`src/rtl/popeye_dl_router.sv`:
```
// Download steering and core reset sequencing for the popeye core: routes ioctl ROM bytes to the
// core ROM port, latches DIP/mod bytes, and holds the core in reset until a valid ROM set loads.
module popeye_dl_router #(
  parameter logic [16:0] EXPECT_BYTES = 17'h18000,
  parameter int unsigned RST_STRETCH  = 64
) (
  input  logic        i_clk_sys,
  input  logic        i_reset,
  input  logic        i_user_reset,
  input  logic        i_ioctl_download,
  input  logic [7:0]  i_ioctl_index,
  input  logic        i_ioctl_wr,
  input  logic [24:0] i_ioctl_addr,
  input  logic [7:0]  i_ioctl_dout,
  output logic [16:0] o_dl_addr,
  output logic [7:0]  o_dl_data,
  output logic        o_dl_wr,
  output logic [7:0]  o_sw0,
  output logic [7:0]  o_sw1,
  output logic [7:0]  o_sw2,
  output logic        o_skyskipr,
  output logic        o_core_reset,
  output logic        o_rom_ok,
  output logic        o_rom_err,
  output logic        o_busy
);

  localparam int unsigned SW = (RST_STRETCH > 1) ? $clog2(RST_STRETCH) : 1;
  localparam logic [SW-1:0] STRETCH_LOAD = SW'(RST_STRETCH - 1);

  typedef enum logic [2:0] {StIdle, StLoad, StError, StStretch, StRun} state_e;

  state_e        r_state, w_state_d;
  logic [SW-1:0] r_stretch, w_stretch_d;
  logic [17:0]   r_count;
  logic          r_overrun;
  logic          r_dl_prev;
  logic [16:0]   r_dl_addr;
  logic [7:0]    r_dl_data;
  logic          r_dl_wr;
  logic [7:0]    r_sw0, r_sw1, r_sw2;
  logic          r_skyskipr;
  logic          r_core_reset;
  logic          r_rom_ok, r_rom_err;
  logic          r_busy;

  logic w_is_rom, w_rom_start, w_rom_byte, w_in_range, w_rom_wr, w_rom_over;
  logic w_load_ok, w_load_err;

  assign w_is_rom = i_ioctl_download & (i_ioctl_index == 8'd0);
  // From IDLE only a fresh download edge counts, so a download cut by reset stays ignored.
  assign w_rom_start = w_is_rom & (r_state != StLoad) & ((r_state != StIdle) | ~r_dl_prev);
  assign w_rom_byte  = w_is_rom & i_ioctl_wr & (w_state_d == StLoad);
  assign w_in_range  = i_ioctl_addr < {8'd0, EXPECT_BYTES};
  assign w_rom_wr    = w_rom_byte & w_in_range;
  assign w_rom_over  = w_rom_byte & ~w_in_range;

  always_comb begin
    w_state_d   = r_state;
    w_stretch_d = r_stretch;
    w_load_ok   = 1'b0;
    w_load_err  = 1'b0;
    unique case (r_state)
      StIdle, StError: begin
        if (w_rom_start) w_state_d = StLoad;
      end
      StLoad: begin
        if (!i_ioctl_download) begin
          if (r_count == {1'b0, EXPECT_BYTES} && !r_overrun) begin
            w_load_ok   = 1'b1;
            w_state_d   = StStretch;
            w_stretch_d = STRETCH_LOAD;
          end else begin
            w_load_err = 1'b1;
            w_state_d  = StError;
          end
        end
      end
      StStretch: begin
        if (w_rom_start) begin
          w_state_d = StLoad;
        end else if (i_user_reset) begin
          w_stretch_d = STRETCH_LOAD;
        end else if (r_stretch == '0) begin
          w_state_d = StRun;
        end else begin
          w_stretch_d = r_stretch - 1'b1;
        end
      end
      StRun: begin
        if (w_rom_start) begin
          w_state_d = StLoad;
        end else if (i_user_reset) begin
          w_state_d   = StStretch;
          w_stretch_d = STRETCH_LOAD;
        end
      end
      default: w_state_d = StIdle;
    endcase
  end

  // Tracks the raw download level even through reset so a held download is not seen as new.
  always_ff @(posedge i_clk_sys) begin
    r_dl_prev <= i_ioctl_download;
  end

  always_ff @(posedge i_clk_sys) begin
    if (i_reset) begin
      r_state      <= StIdle;
      r_stretch    <= '0;
      r_busy       <= 1'b0;
      r_core_reset <= 1'b1;
    end else begin
      r_state      <= w_state_d;
      r_stretch    <= w_stretch_d;
      r_busy       <= (w_state_d == StLoad);
      r_core_reset <= (w_state_d != StRun);
    end
  end

  always_ff @(posedge i_clk_sys) begin
    if (i_reset) begin
      r_count   <= '0;
      r_overrun <= 1'b0;
      r_rom_ok  <= 1'b0;
      r_rom_err <= 1'b0;
      r_dl_wr   <= 1'b0;
      r_dl_addr <= '0;
      r_dl_data <= '0;
    end else begin
      r_dl_wr <= w_rom_wr;
      if (w_rom_wr) begin
        r_dl_addr <= i_ioctl_addr[16:0];
        r_dl_data <= i_ioctl_dout;
      end
      if (w_rom_start) begin
        r_count   <= w_rom_wr ? 18'd1 : 18'd0;
        r_overrun <= w_rom_over;
        r_rom_ok  <= 1'b0;
        r_rom_err <= 1'b0;
      end else begin
        if (w_rom_wr && r_count != '1) r_count <= r_count + 18'd1;
        if (w_rom_over) r_overrun <= 1'b1;
        if (w_load_ok) r_rom_ok <= 1'b1;
        if (w_load_err) r_rom_err <= 1'b1;
      end
    end
  end

  always_ff @(posedge i_clk_sys) begin
    if (i_reset) begin
      r_sw0      <= 8'h00;
      r_sw1      <= 8'hC2;
      r_sw2      <= 8'h00;
      r_skyskipr <= 1'b0;
    end else begin
      if (i_ioctl_index == 8'd254 && i_ioctl_wr && i_ioctl_addr[24:3] == 22'd0) begin
        case (i_ioctl_addr[2:0])
          3'd0:    r_sw0 <= i_ioctl_dout;
          3'd1:    r_sw1 <= i_ioctl_dout;
          3'd2:    r_sw2 <= i_ioctl_dout;
          default: ;
        endcase
      end
      if (i_ioctl_index == 8'd1 && i_ioctl_wr) r_skyskipr <= |i_ioctl_dout;
    end
  end

  assign o_dl_addr    = r_dl_addr;
  assign o_dl_data    = r_dl_data;
  assign o_dl_wr      = r_dl_wr;
  assign o_sw0        = r_sw0;
  assign o_sw1        = r_sw1;
  assign o_sw2        = r_sw2;
  assign o_skyskipr   = r_skyskipr;
  assign o_core_reset = r_core_reset;
  assign o_rom_ok     = r_rom_ok;
  assign o_rom_err    = r_rom_err;
  assign o_busy       = r_busy;

endmodule

```
`config.mk`:
```
export PLATFORM = sky130hd
export DESIGN_NAME = popeye_dl_router
export DESIGN_NICKNAME = d
export VERILOG_FILES = /design/src/rtl/popeye_dl_router.sv
export SDC_FILE = /design/constraint.sdc
export NUM_CORES = 1
export LEC_CHECK = 0
export ABC_CLOCK_PERIOD_IN_PS = 3250
export CAP_MARGIN = 20
export CORE_AREA = 4 4 102 104
export CTS_BUF_LIST = sky130_fd_sc_hd__clkbuf_4 sky130_fd_sc_hd__clkbuf_8 sky130_fd_sc_hd__clkbuf_16
export DETAILED_ROUTE_END_ITERATION = 8
export DIE_AREA = 0 0 106 108
export PLACE_DENSITY = 0.67
export SYNTH_ARGS = -nofsm -noshare
export SYNTH_HDL_FRONTEND = slang
export SYNTH_SLANG_ARGS = --single-unit
```
`constraint.sdc`:
```
create_clock -name i_clk_sys -period 3.25 [get_ports i_clk_sys]
set_input_delay 0.4875 -clock i_clk_sys [delete_from_list [all_inputs] [get_ports i_clk_sys]]
set_output_delay 0.4875 -clock i_clk_sys [all_outputs]
set_load 0.005 [all_outputs]
```
# Word level (Yosys, flattened, before mapping)
# Cells that the tools add are included.
[classes] addsub=2 n_mul=0 n_div=0 order_cmp=1 eq_ne=19 shift=0 mux=28 n_bitwise=10 n_reduce_logical=22
[op_table] op="$mux 6" count=7
[op_table] op="$mux 18" count=2
[op_table] op="$lt 25x17->1 const B" count=1
[op_table] op="$logic_not 22->1" count=1
[op_table] op="$mux 3" count=7
[op_table] op="$add 18x1->18 const B" count=1
[op_table] op="$eq 18x17->1 const B" count=1
[op_table] op="$ne 18x18->1 const B" count=1
[op_table] op="$pmux 6 s3" count=1
[op_table] op="$pmux 3 s4" count=1
[op_table] op="$mux 1" count=10
[op_table] op="$ne 2x2->1 const B" count=5
[op_table] op="$eq 3x1->1 const B" count=3
[op_table] op="$eq 3x2->1 const B" count=3
[op_table] op="$eq 8x1->1 const B" count=1
[op_table] op="$eq 8x8->1 const B" count=1
[op_table] op="$logic_not 8->1" count=1
[op_table] op="$reduce_or 8->1" count=1
[op_table] op="$and 1x1->1" count=7
[op_table] op="$reduce_and 7->1" count=1
[op_table] op="$logic_not 3->1" count=2
[op_table] op="$logic_not 6->1" count=1
[op_table] op="$ne 3x3->1 const B" count=2
[op_table] op="$reduce_and 2->1" count=3
[op_table] op="10 further kinds" count=18
[totals] regBits=84 latch_bits=0 ramBits=0 rom_bits=0 inputBits=46 output_inout_bits=55 word_cells=98 memories=0

# Logic depth before layout (Yosys ltp)
# Gate-level depths: netlist of run 1.
[logic_depth] ltp_word=12 depth_mapped=11 depth_no_buf=8

# Worst setup path before layout of run 1
# No wires, ideal clock.
[synth_path] path_kind="in2reg" from="input port i_ioctl_index[5]" to="register r_count[1]" setup_ns=0.131 arrival_ns=2.452 required_ns=3.119 slack_ns=0.668 stages=9 path_buffers=3 cell_sequence="or4_4 > a2111oi_4 > nand3_1 > and3_1 > clkbuf_1 > clkbuf_1 > clkbuf_1 > o211ai_1 > o31ai_1"
[synth_between] elab_chain_len=11 word_cells_on_any_way=15 classes_between="eq/ne: 1; mux: 5; bitwise: 6; reduce/logical: 3"
[synth_lines] element="start, declared" line_no="11" text="input logic [7:0] i_ioctl_index,"
[synth_lines] element="$logic_not 8->1 (*)" line_no="50" text="assign w_is_rom = i_ioctl_download & (i_ioctl_index == 8'd0);"
[synth_lines] element="$and 1x1->1 (*)" line_no="50"
[synth_lines] element="$and 1x1->1 (2 in a row)" line_no="52" text="assign w_rom_start = w_is_rom & (r_state != StLoad) & ((r_state != StIdle) | ~r_dl_prev);"
[synth_lines] element="$mux 3 (on tied branches)" line_no="91, 65, 80"
[synth_lines] element="$pmux 3 s4" line_no="63" text="unique case (r_state)"
[synth_lines] element="$eq 3x1->1" line_no="53" text="assign w_rom_byte = w_is_rom & i_ioctl_wr & (w_state_d == StLoad);"
[synth_lines] element="$and 1x1->1" line_no="53"
[synth_lines] element="$and 1x1->1" line_no="55" text="assign w_rom_wr = w_rom_byte & w_in_range;"
[synth_lines] element="$logic_and 1x1->1" line_no="142" text="if (w_rom_wr && r_count != '1) r_count <= r_count + 18'd1;"
[synth_lines] element="$reduce_bool 2->1 (no line)"
[synth_lines] element="end signal, assigned" line_no="137" text="r_count <= w_rom_wr ? 18'd1 : 18'd0;"
[synth_lines] element="end signal, assigned" line_no="142"
[synth_lines] element="end, declared" line_no="35" text="logic [17:0] r_count;"
# Every way passes the cells marked *; elsewhere a longest branch is shown, timed or not.
# A chain may end at the register's enable or synchronous reset.

# Worst setup path in the final report of run 1
[layout_path] from="input port i_ioctl_index[1]" to="register r_count[17]"
# The elaborated chain is that of the path after synthesis.

==> results of run 1 <==
cells by family after synthesis:
| logic type | after synthesis | synth area share (%) |
|---|---|---|
| flops | 84 | 45.5 |
| simple gates | 177 | 25.2 |
| compound gates | 68 | 12.3 |
| buf+inv | 29 | 3.25 |
| mux | 46 | 12.5 |
| fa+ha+maj | 4 | 1.35 |
worst max-delay path by stage:
stage | cells after the start | to | from
finish | 7 | r_count[17]$_SDFFE_PP0P_ | i_ioctl_index[1]
global route | 7 | r_count[17]$_SDFFE_PP0P_ | i_ioctl_download
CTS | 7 | r_count[17]$_SDFFE_PP0P_ | i_ioctl_download
detailed placement | 8 | r_count[8]$_SDFFE_PP0P_ | i_ioctl_index[5]
global placement | 7 | r_count[17]$_SDFFE_PP0P_ | i_ioctl_download
floorplan | 9 | r_count[1]$_SDFFE_PP0P_ | i_ioctl_index[5]
per-layer routing:
| layer | up-vias | global-route usage (%) | part of all wire (%) | wire (um) |
|---|---|---|---|---|
| li1 | 1697 | - | - | - |
| met5 | - | 0 | 0.13 | 13 |
| met1 | 1611 | 21.9 | 44 | 4400 |
| met3 | 10 | 7.46 | 8.3 | 830 |
| met2 | 91 | 28.2 | 47 | 4660 |
| met4 | 2 | 4.16 | 0.84 | 84 |
placed cells by master, fill, tap and decap left out, types with 10 or more instances in the layout:
cell / Yosys / routed
or4_1: 13 / 13
nor2_1: 67 / 67
or3_1: 15 / 15
buf_4: 2 / 13
nand2_1: 19 / 19
clkdlybuf4s50_1: 0 / 99
dfxtp_1: 84 / 84
o21ai_1: 10 / 10
a21oi_1: 27 / 27
mux2i_1: 46 / 46
nand3_1: 12 / 12
per-stage QoR:
step | util (%) | hold WS, ps | cell area (um^2)
CTS | 53.6 | 457 | 5110
global route | 53.6 | 505 | 5110
global placement | 51.6 | 438 | 4920
floorplan | - | 440 | 3700
finish | 53.6 | 450 | 5110
detailed placement | 51.6 | 444 | 4920
synthesized netlist by cell type, types with 2 or more instances:
library cell / count / share of area, %
dfxtp_1: 84 / 45
or3_1: 15 / 2.5
o31ai_1: 6 / 1.2
buf_1: 2 / 0.20
inv_1: 7 / 0.71
nor4_1: 6 / 1.0
a21o_1: 2 / 0.41
and4_1: 3 / 0.71
nor2b_1: 5 / 0.85
o211ai_1: 3 / 0.61
nor2_1: 67 / 6.8
nand4_1: 7 / 1.2
or2_1: 2 / 0.34
a211o_1: 5 / 1.2
buf_2: 3 / 0.41
mux2i_1: 46 / 12
a311oi_1: 6 / 1.4
nor3b_1: 2 / 0.41
o21ai_1: 10 / 1.4
nor3_1: 4 / 0.54
a211oi_1: 2 / 0.41
a21oi_1: 27 / 3.7
clkbuf_1: 15 / 1.5
buf_4: 2 / 0.41
or4_1: 13 / 2.6
nand2_1: 19 / 1.9
nand2b_1: 3 / 0.51
nand3_1: 12 / 1.6
nand4b_1: 2 / 0.47
ha_1: 4 / 1.4
and3_1: 9 / 1.5
and2_1: 2 / 0.34
worst max-delay path: stages:
cell	delay (ps)
clkdlybuf4s50_1	460
or4b_4	580
or3_4	420
a211o_1	280
or3_1	400
or3_1	320
a21oi_1	140
registers in the layout, indices dropped and copies added, names as in the netlist, 3 cells and up:
register and flops:
o_dl_data 8, r_stretch 6, o_sw1 8, o_sw0 8
o_sw2 8, o_dl_addr 17, r_state 3, r_count 18
power groups by stage:
stage / Sequential, mW / Combinational [mW] / Clock, mW
after floorplan: 1.05 / 0.0257 / 0
after global placement: 1.05 / 0.104 / 0
after detailed placement: 1.05 / 0.105 / 0
after CTS: 1.03 / 0.106 / 0.745
after global routing: 1.03 / 0.112 / 0.793
final: 1.03 / 0.105 / 0.726
area by class of cell:
| type | count | area, um^2 | share of cell area [%] |
|---|---|---|---|
| multi-input cells | 295 | 1920 | 37.5 |
| flip-flops and latches | 84 | 1680 | 32.9 |
| repair buffers | 115 | 1130 | 22.2 |
| well taps | 133 | 166 | 3.25 |
| clock buffers | 9 | 124 | 2.42 |
| clock inverters | 7 | 65.1 | 1.27 |
| inverters | 7 | 26.3 | 0.514 |
==> results.md, run 1 <==
- Aggregate negative setup slack: 0 ps
- WS Path Type: in -> reg
- Num CTS Buffers: 9
- Critical Path RT: 3540 ps
- LEAKAGE: 1.69 nW
- Initial antenna violation count: 1
- Antenna-violating nets left: 0
- Worst hold-check path type: reg -> reg
- Hold-fix buffers, CTS: 0
- Post-Place Worst Slack: 88.7 ps
- WL per Instance: 15.4 um
- Seq cells post-synth: 84
- Pin count of the biggest net entering global routing: 60
- Clock latency on the worst-skew pair: 360 ps
- R2r endpoint: r_count[8]$_SDFFE_PP0P_
- Most used DFF post-synth: dfxtp_1
- Initial DRT Pass Iterations: 4
- Number of enable flip-flop cells after synthesis: 0
- Max Cap Violations: 0
- Final setup vio count: 0
- Layout cells sized above 1: 7.74%
- Post-Route WL: 10000 um
- Vias in the first global route: 3294
- Logic pwr share: 5.6%
- Syn-to-layout area delta: 38.4%
- DR vias: 3411
- Int Pwr: 1.38 mW
- Yosys warning count: 0
- Fin crit share: 86.1%
- Initial core utilization: 38.7%
- Cells on worst reg2reg path: 7
- Clock Power Share: 39.0%
- Longest Clk Path Bufs: 2
- Reg-to-reg setup timing slack: 530 ps
- Slew headroom: 57.3%
- Hold Path Sink: o_rom_ok$_SDFFE_PP0P_
- FILL cells: 903
- Fin. max-slew vios: 0
- Die width: 106 um
- Power Density: 364 nW/um^2
- Sequential share of power: 55.3%
- Gr usage total: 17.5%
- CTS tree: done
- Syn_nets: 458
- Final net count: 562
- Sw Pwr: 477 uW
- Initial drt markers: 139
- Hold wc startpoint: o_rom_ok$_SDFFE_PP0P_
- Sequential area share after synthesis: 45.5%
- Synthesized area: 3700 um^2
- Die area: 11400 um^2
- Synth Area per Inst: 9.06 um^2
- Reg-to-Reg Start: r_count[4]$_SDFFE_PP0P_
- Final WS setup: 452 ps
- Pwr Total: 1.86 mW
- Async SR Flop Fraction: 0%
- # diodes: 0
- Cts repair resizes: 0
- Post-CTS Setup Bufs: 0
- Die Ht: 108 um
- Hold path depth: 2
- CTS sink count: 84
- Crit path max fanout: 5
- Final clock skew: 12.5 ps
- Finished Layout Cells: 650
- Sw Share: 25.6%
- Routability cong.: 0.839
- Num rows: 36
- Drc violations: 0
- RSZ-0062 raised after global routing: false
- Final min period: 2800 ps
- Crit path capture type: register
- Data arrival, critical path: 3090 ps
- Remaining Overflow, GRT: 0
- H-tree depth: 3
- Outcome: finished, final reports clean
- I/O pin cnt: 101
- Vias/cell: 5.25
- PortBufs: 100
- First-pass GRT wire length: 16100 um
- FMAX: 0.357 GHz
- DP Wirelength: 7290 um
- Syn Inst Count: 408
- Clock-pin slew on the worst setup and hold paths: 90 ps
- Startpoint Class: input pin
- Worst-Margin Slew: 638 ps
- Clk root buf: clkbuf_8
- Worst vdd ir: 0.230 mV
- CORE AREA: 9550 um^2
- Placed insts: 634
- Netlist cell types: 45
- Hold Vio Cnt, Final: 0
Power figures use the tool's default switching activity.
==> inputs of run 2 (changes only) <==
--- a/config.mk
+++ b/config.mk
@@ -7,9 +7,10 @@
 export LEC_CHECK = 0
+export ABC_AREA = 1
 export ABC_CLOCK_PERIOD_IN_PS = 3250
 export CAP_MARGIN = 20
-export CORE_AREA = 4 4 102 104
+export CORE_AREA = 4 4 108 110
 export CTS_BUF_LIST = sky130_fd_sc_hd__clkbuf_4 sky130_fd_sc_hd__clkbuf_8 sky130_fd_sc_hd__clkbuf_16
 export DETAILED_ROUTE_END_ITERATION = 8
-export DIE_AREA = 0 0 106 108
-export PLACE_DENSITY = 0.67
+export DIE_AREA = 0 0 112 114
+export PLACE_DENSITY = 0.66
 export SYNTH_ARGS = -nofsm -noshare
--- a/constraint.sdc
+++ b/constraint.sdc
@@ -3,2 +3,2 @@
 set_output_delay 0.4875 -clock i_clk_sys [all_outputs]
-set_load 0.005 [all_outputs]
+set_load 0.05 [all_outputs]
==> results.md, run 2 <==
- Clock-pin slew on the worst setup and hold paths: 90 ps (about the same)
- Data arrival, critical path: 2560 ps (-530 ps)
- Most used DFF post-synth: dfxtp_1
- Yosys warning count: 0 (unchanged)
- Int Pwr: 1.41 mW (+1.6%)
- Final net count: 745 (+33%)
- Num CTS Buffers: 9 (unchanged)
- Commonest non-fill, non-tap cell in the layout: clkdlybuf4s50_1
- Initial drt markers: 294 (+110%)
- WL per Instance: 13.7 um (-11%)
- Clk root buf: clkbuf_8
- Power Density: 344 nW/um^2 (-5.4%)
- Syn Inst Count: 601 (+47%)
- Hold Vio Cnt, Final: 0 (unchanged)
- Initial antenna violation count: 0 (-1)
- Die width: 112 um (+5.7%)
- Max Cap Violations: 0 (unchanged)
- Final clock skew: 12.7 ps (+0.113 ps)
- DR vias: 4090 (+20%)
- Pin count of the biggest net entering global routing: 57 (-5.0%)
- Logic pwr share: 6.5% (+0.9 points)
- Final min period: 2300 ps (-496 ps)
- Post-CTS Setup Bufs: 0 (unchanged)
- Vias in the first global route: 3888 (+18%)
- CTS tree: done
- Critical Path RT: 3510 ps (-30 ps)
- Met1 GRT Util: 25.0% (+3.1 points)
- Crit path max fanout: 16 (+11)
- Layout Utilization: 51.3% (-2.2 points)
- DP Wirelength: 8570 um (+18%)
- Sequential area share after synthesis: 39.8% (-5.7 points)
- Sequential share of power: 54.5% (-0.8 points)
- WS Path Type: in -> reg
- CP Launch Point: i_ioctl_index[1]
- Clock latency on the worst-skew pair: 360 ps (about the same)
- Worst-Margin Slew: 553 ps (-84.6 ps)
- Longest Clk Path Bufs: 2 (unchanged)
- Vias/cell: 4.87 (-7.2%)
- Aggregate negative setup slack: 0 ps (unchanged)
- Startpoint Class: input pin
- RSZ-0062 raised after global routing: false
- Outcome: finished, final reports clean
- Gr usage total: 18.1% (+0.62 points)
- # diodes: 0 (unchanged)
- Biggest register: r_count
- Count leader, synth: inv_1
- Clock Power Share: 39.0% (about the same)
- First-pass GRT wire length: 19100 um (+18%)
- Antenna-violating nets left: 0 (unchanged)
- Placed insts: 824 (+30%)
- Routability cong.: 0.879 (+4.8%)
- I/O pin cnt: 101 (unchanged)
- Layout cells sized above 1: 7.29% (-0.45 points)
- Worst vdd ir: 0.172 mV (-25%)
- Fin crit share: 70.8% (-15 points)
- Yosys top cell by area: dfxtp_1
- Layer with the highest usage: met2
- Sw Pwr: 483 uW (+1.2%)
- Max FFs per register: 18 (unchanged)
- Worst setup path endpoint: r_count[11]$_SDFFE_PP0P_
- Netlist cell types: 37 (-18%)
- Yosys top cell area share: 39.8% (-5.7 points)
- Finished Layout Cells: 840 (+29%)
- FMAX: 0.434 GHz (+22%)
- Post-Route WL: 11500 um (+15%)
- Die area: 12800 um^2 (+12%)
- WHS: 471 ps (+21.4 ps)
- CORE AREA: 10700 um^2 (+12%)
- Cells on worst reg2reg path: 10 (+3)
- Crit path capture type: register
- Die Ht: 114 um (+5.6%)
- Synthesized area: 4230 um^2 (+14%)
- Synth Area per Inst: 7.03 um^2 (-22%)
- Global routing usage on met2: 29.1% (+0.86 points)
- Worst hold-check path type: reg -> reg
- Pwr Total: 1.89 mW (+1.5%)
- Num rows: 38 (+5.6%)
- LEAKAGE: 2.40 nW (+42%)
- H-tree depth: 3 (unchanged)
- Number of enable flip-flop cells after synthesis: 0 (unchanged)
- Initial core utilization: 39.5% (+0.82 points)
- Slew headroom: 63.0% (+5.7 points)
- Remaining Overflow, GRT: 0 (unchanged)
- Post-synth top cells: inv_1, nand2_1, dfxtp_1
- Seq cells post-synth: 84 (unchanged)
- Async SR Flop Fraction: 0% (unchanged)
- Cts repair resizes: 0 (unchanged)
- Synth area leaders: dfxtp_1, inv_1, nand2_1
- Drc violations: 0 (unchanged)
- Syn-to-layout area delta: 29.9%
- Fin. max-slew vios: 0 (unchanged)
- Hold-fix buffers, CTS: 0 (unchanged)
- Most frequent cells in the layout: clkdlybuf4s50_1, inv_1, nand2_1
- R2r endpoint: r_count[11]$_SDFFE_PP0P_
- PortBufs: 100 (unchanged)
- Reg-to-reg setup timing slack: 1070 ps (+540 ps)
- Reg-to-Reg Start: r_count[1]$_SDFFE_PP0P_
- Syn_nets: 651 (+42%)
- Met3 usage: 3.18% (-4.3 points)
- Initial DRT Pass Iterations: 7 (+3)
- Sw Share: 25.6% (-0.077 points)
- Final setup vio count: 0 (unchanged)
- CTS sink count: 84 (unchanged)
-- run 2: cell count changes after synthesis, moves of 12 or more --
cell / before / now
mux2i_1: 46 / 0
inv_1: 7 / 98
or4_1: 13 / 0
nand3_1: 12 / 33
xor2_1: 0 / 12
nor2_1: 67 / 82
or3_1: 15 / 0
o21ai_0: 1 / 53
nand2_1: 19 / 95
-- run 2: how the worst min path moves through the flow --
stage / to / start / slack (ps) / cells after the start
2_1_floorplan: r_overrun$_SDFFE_PP0P_ / r_overrun$_SDFFE_PP0P_ / 430 / 2
3_3_place_gp: r_stretch[2]$_SDFFE_PP0P_ / r_stretch[2]$_SDFFE_PP0P_ / 470 / 2
3_5_place_dp: r_overrun$_SDFFE_PP0P_ / r_overrun$_SDFFE_PP0P_ / 450 / 2
4_1_cts: r_overrun$_SDFFE_PP0P_ / r_overrun$_SDFFE_PP0P_ / 470 / 2
5_1_grt: r_overrun$_SDFFE_PP0P_ / r_overrun$_SDFFE_PP0P_ / 510 / 2
6_report: r_overrun$_SDFFE_PP0P_ / r_overrun$_SDFFE_PP0P_ / 470 / 2
-- run 2: critical path, cell delays in order --
cell and delay (ps):
clkdlybuf4s50_1 460, nor3_2 280, nand3_1 280, nand2_1 160, nand2_1 80, nand3_2 130
nand4_4 270, nand2_2 200, inv_1 100, nand2_1 60, nand2_1 50
-- run 2: cells by family after synthesis --
family,count (synthesis),share of synthesized area (%)
AOI/OAI and AO/OA,103,12.8
xor gates and xnor gates,13,2.69
adders and majority gates,4,1.18
buffers and inverters,123,12.4
DFF,84,39.8
and+or+nand+nor,274,31.1
-- run 2: metal layers --
layer  routed length, um  vias up
li1                    -     2105
met1                5650     1845
met2                5090      125
met3                 617       15
met4                 177        0
met5                   0        -
-- run 2: stage by stage --
stage | setup slack [ps] | cell area (um^2)
2_1_floorplan | 1360 | 4230
3_3_place_gp | 639 | 5300
3_5_place_dp | 579 | 5300
4_1_cts | 967 | 5490
5_1_grt | 736 | 5490
6_report | 948 | 5490
-- run 2: power groups by stage --
stage | logic (mW) | clock network [mW] | registers (mW)
after floorplan | 0.0412 | 0 | 1.05
after global placement | 0.121 | 0 | 1.05
after detailed placement | 0.121 | 0 | 1.05
after CTS | 0.122 | 0.756 | 1.03
after global routing | 0.134 | 0.808 | 1.03
final | 0.123 | 0.737 | 1.03
-- run 2: cell type report --
type,count,area [um^2]
tap,140,175
clock inverter,6,55.1
clock buffer,10,138
inverter,101,379
timing repair buffer,105,1040
fill,1072,5210
multi-input combinational,394,2020
sequential,84,1680
==> inputs of run 3 (changes only) <==
Settings changed: ABC_CLOCK_PERIOD_IN_PS 3250 to 2400.
Clock period 3.25 ns to 2.4 ns, I/O delays scaled along.
==> results.md, run 3 (synthesis gave the netlist of run 2 again) <==
- Cts repair resizes: 0 (unchanged)
- Gr usage total: 18.1% (-0.074 points)
- Critical Path RT: 2670 ps (-840 ps)
- Post-Place Cell Area: 5390 um^2 (+1.7%)
- Die Ht: 114 um (unchanged)
- Reg-to-Reg Start: r_count[1]$_SDFFE_PP0P_
- Power Density: 468 nW/um^2 (+36%)
- DP Wirelength: 8520 um (-0.67%)
- Crit path capture type: register
- Met3 usage: 3.71% (+0.53 points)
- First-pass GRT wire length: 18700 um (-1.8%)
- Routability cong.: 0.898 (+2.1%)
- Vias/cell: 4.86 (-0.28%)
- I/O pin cnt: 101 (unchanged)
- # diodes: 0 (unchanged)
- Initial drt markers: 232 (-21%)
- RSZ-0062 raised after global routing: false
- Antenna-violating nets left: 0 (unchanged)
- Syn-to-layout area delta: 32.2%
- Vias in the first global route: 3819 (-1.8%)
- Clock latency on the worst-skew pair: 370 ps (about the same)
- Initial core utilization: 39.5% (unchanged)
- Slowest-stage cell, CP: dfxtp_1
- Hold Path Sink: r_overrun$_SDFFE_PP0P_
- Drc violations: 0 (unchanged)
- Fin crit share: 85.5%
- Longest Clk Path Bufs: 2 (unchanged)
- Initial antenna violation count: 0 (unchanged)
- Remaining Overflow, GRT: 0 (unchanged)
- R2r endpoint: r_count[4]$_SDFFE_PP0P_
- Clk root buf: clkbuf_8
- Die area: 12800 um^2 (unchanged)
- Crit path max fanout: 9 (-7)
- Cells on worst reg2reg path: 10 (unchanged)
- LEAKAGE: 2.45 nW (+2.2%)
- CTS tree: done
- Met1 GRT Util: 24.0% (-0.97 points)
- Die width: 112 um (unchanged)
- Post-Route WL: 11500 um (-0.68%)
- Hold wc startpoint: r_overrun$_SDFFE_PP0P_
- Pin count of the biggest net entering global routing: 57 (unchanged)
- Layout Utilization: 52.3% (+0.94 points)
- Max Cap Violations: 0 (unchanged)
- CORE AREA: 10700 um^2 (unchanged)
- Worst vdd ir: 0.233 mV (+35%)
- Final clock skew: 10.6 ps (-2.04 ps)
- Slew headroom: 63.7% (+0.69 points)
- WL per Instance: 13.5 um (-1.9%)
- Global routing usage on met2: 29.3% (+0.20 points)
- Placed insts: 834 (+1.2%)
- FMAX: 0.487 GHz
- Worst-Margin Slew: 543 ps (-10.5 ps)
- Initial DRT Pass Iterations: 5 (-2)
- Clock-pin slew on the worst setup and hold paths: 90 ps (about the same)
- Reg-to-reg setup timing slack: 350 ps (-720 ps)
- DR vias: 4127 (+0.90%)
- FILL cells: 1034 (-3.5%)
- Num CTS Buffers: 9 (unchanged)
- Finished Layout Cells: 850 (+1.2%)
- Hold-fix buffers, CTS: 0 (unchanged)
- Hold Vio Cnt, Final: 0 (unchanged)
- Layout cells sized above 1: 8.59% (+1.3 points)
- PortBufs: 100 (unchanged)
- Startpoint Class: register
- Outcome: finished, final reports clean
- CP Cell Sequence: ha_1 -> and3_1 -> nand3_2 -> nor2_4 -> nand3_4 -> nand4_4 -> buf_4 -> nand3_1 -> nand2_1 -> inv_1
- Fin. max-slew vios: 0 (unchanged)
- Final setup vio count: 0 (unchanged)
- Max FFs per register: 18 (unchanged)
- Final instance area: 5590 um^2 (+1.8%)
- H-tree depth: 3 (unchanged)
- Num rows: 38 (unchanged)
- WS Path Type: reg -> reg
- Layer with the highest usage: met2
- Post-CTS Setup Bufs: 0 (unchanged)
- CP Launch Point: r_count[1]$_SDFFE_PP0P_
- Commonest non-fill, non-tap cell in the layout: clkdlybuf4s50_1
- Hold path depth: 2 (unchanged)
- Final min period: 2050 ps
- Most frequent cells in the layout: clkdlybuf4s50_1, inv_1, nand2_1
- Data arrival, critical path: 2320 ps (-240 ps)
- Final net count: 755 (+1.3%)
- Worst hold-check path type: reg -> reg
- Biggest register: r_count
- CP peak stage delay: 400 ps (-60 ps)
- CTS sink count: 84 (unchanged)
==> run 3: cell types whose count changed in the layout (fill, tap and decap cells not counted) <==
cell,change
clkbuf_4,+1
buf_12,+1
inv_8,-1
clkinv_2,+1
clkinvlp_4,+1
buf_4,+9
bufinv_16,+1
inv_6,-2
clkinv_4,-1
==> run 3: area by class of cell <==
type	count	area, um^2	share of cell area (%)
multi-input cells	394	2020	36.2
flip-flops and latches	84	1680	30.1
repair buffers	115	1130	20.1
inverters	101	379	6.78
well taps	140	175	3.13
clock buffers	11	145	2.60
clock inverters	5	60.1	1.07
==> run 3: worst max-delay path by stage <==
stage | endpoint | cells past startpoint
6_report | r_count[4]$_SDFFE_PP0P_ | 10
5_1_grt | r_count[4]$_SDFFE_PP0P_ | 10
4_1_cts | r_count[4]$_SDFFE_PP0P_ | 10
3_5_place_dp | o_dl_wr$_SDFF_PP0_ | 8
3_3_place_gp | o_dl_wr$_SDFF_PP0_ | 8
2_1_floorplan | o_dl_addr[10]$_SDFFE_PP0P_ | 9
==> run 3: power breakdown <==
| group | leakage, nW | switching, mW | internal [mW] |
|---|---|---|---|
| clock network | 0.103 | 0.529 | 0.525 |
| registers | 0.677 | 0.000496 | 1.39 |
| logic | 1.67 | 0.0844 | 0.0862 |
==> run 3: worst max-delay path, delay by kind of cell (launching register included) <==
family / cells / cell delay [ps]
buffers and inverters: 2 / 220
flip-flops: 1 / 400
AND/OR/NAND/NOR: 7 / 1130
adder cells (fa/ha/maj): 1 / 210
==> run 3: routing by layer <==
metal	part of all wire (%)	vias up
met5	0	-
met4	1.1	0
met3	6.5	15
met2	46	138
met1	46	1847
li1	-	2127
==> run 3: through the flow <==
stage	setup TNS, ps	power [mW]	worst slack (ps)	hold slack (ps)
2_1_floorplan	0	1.48	633	388
3_3_place_gp	-4.36	1.59	-4.36	447
3_5_place_dp	0	1.60	11.8	461
4_1_cts	0	2.64	335	474
5_1_grt	0	2.72	142	498
6_report	0	2.62	347	472
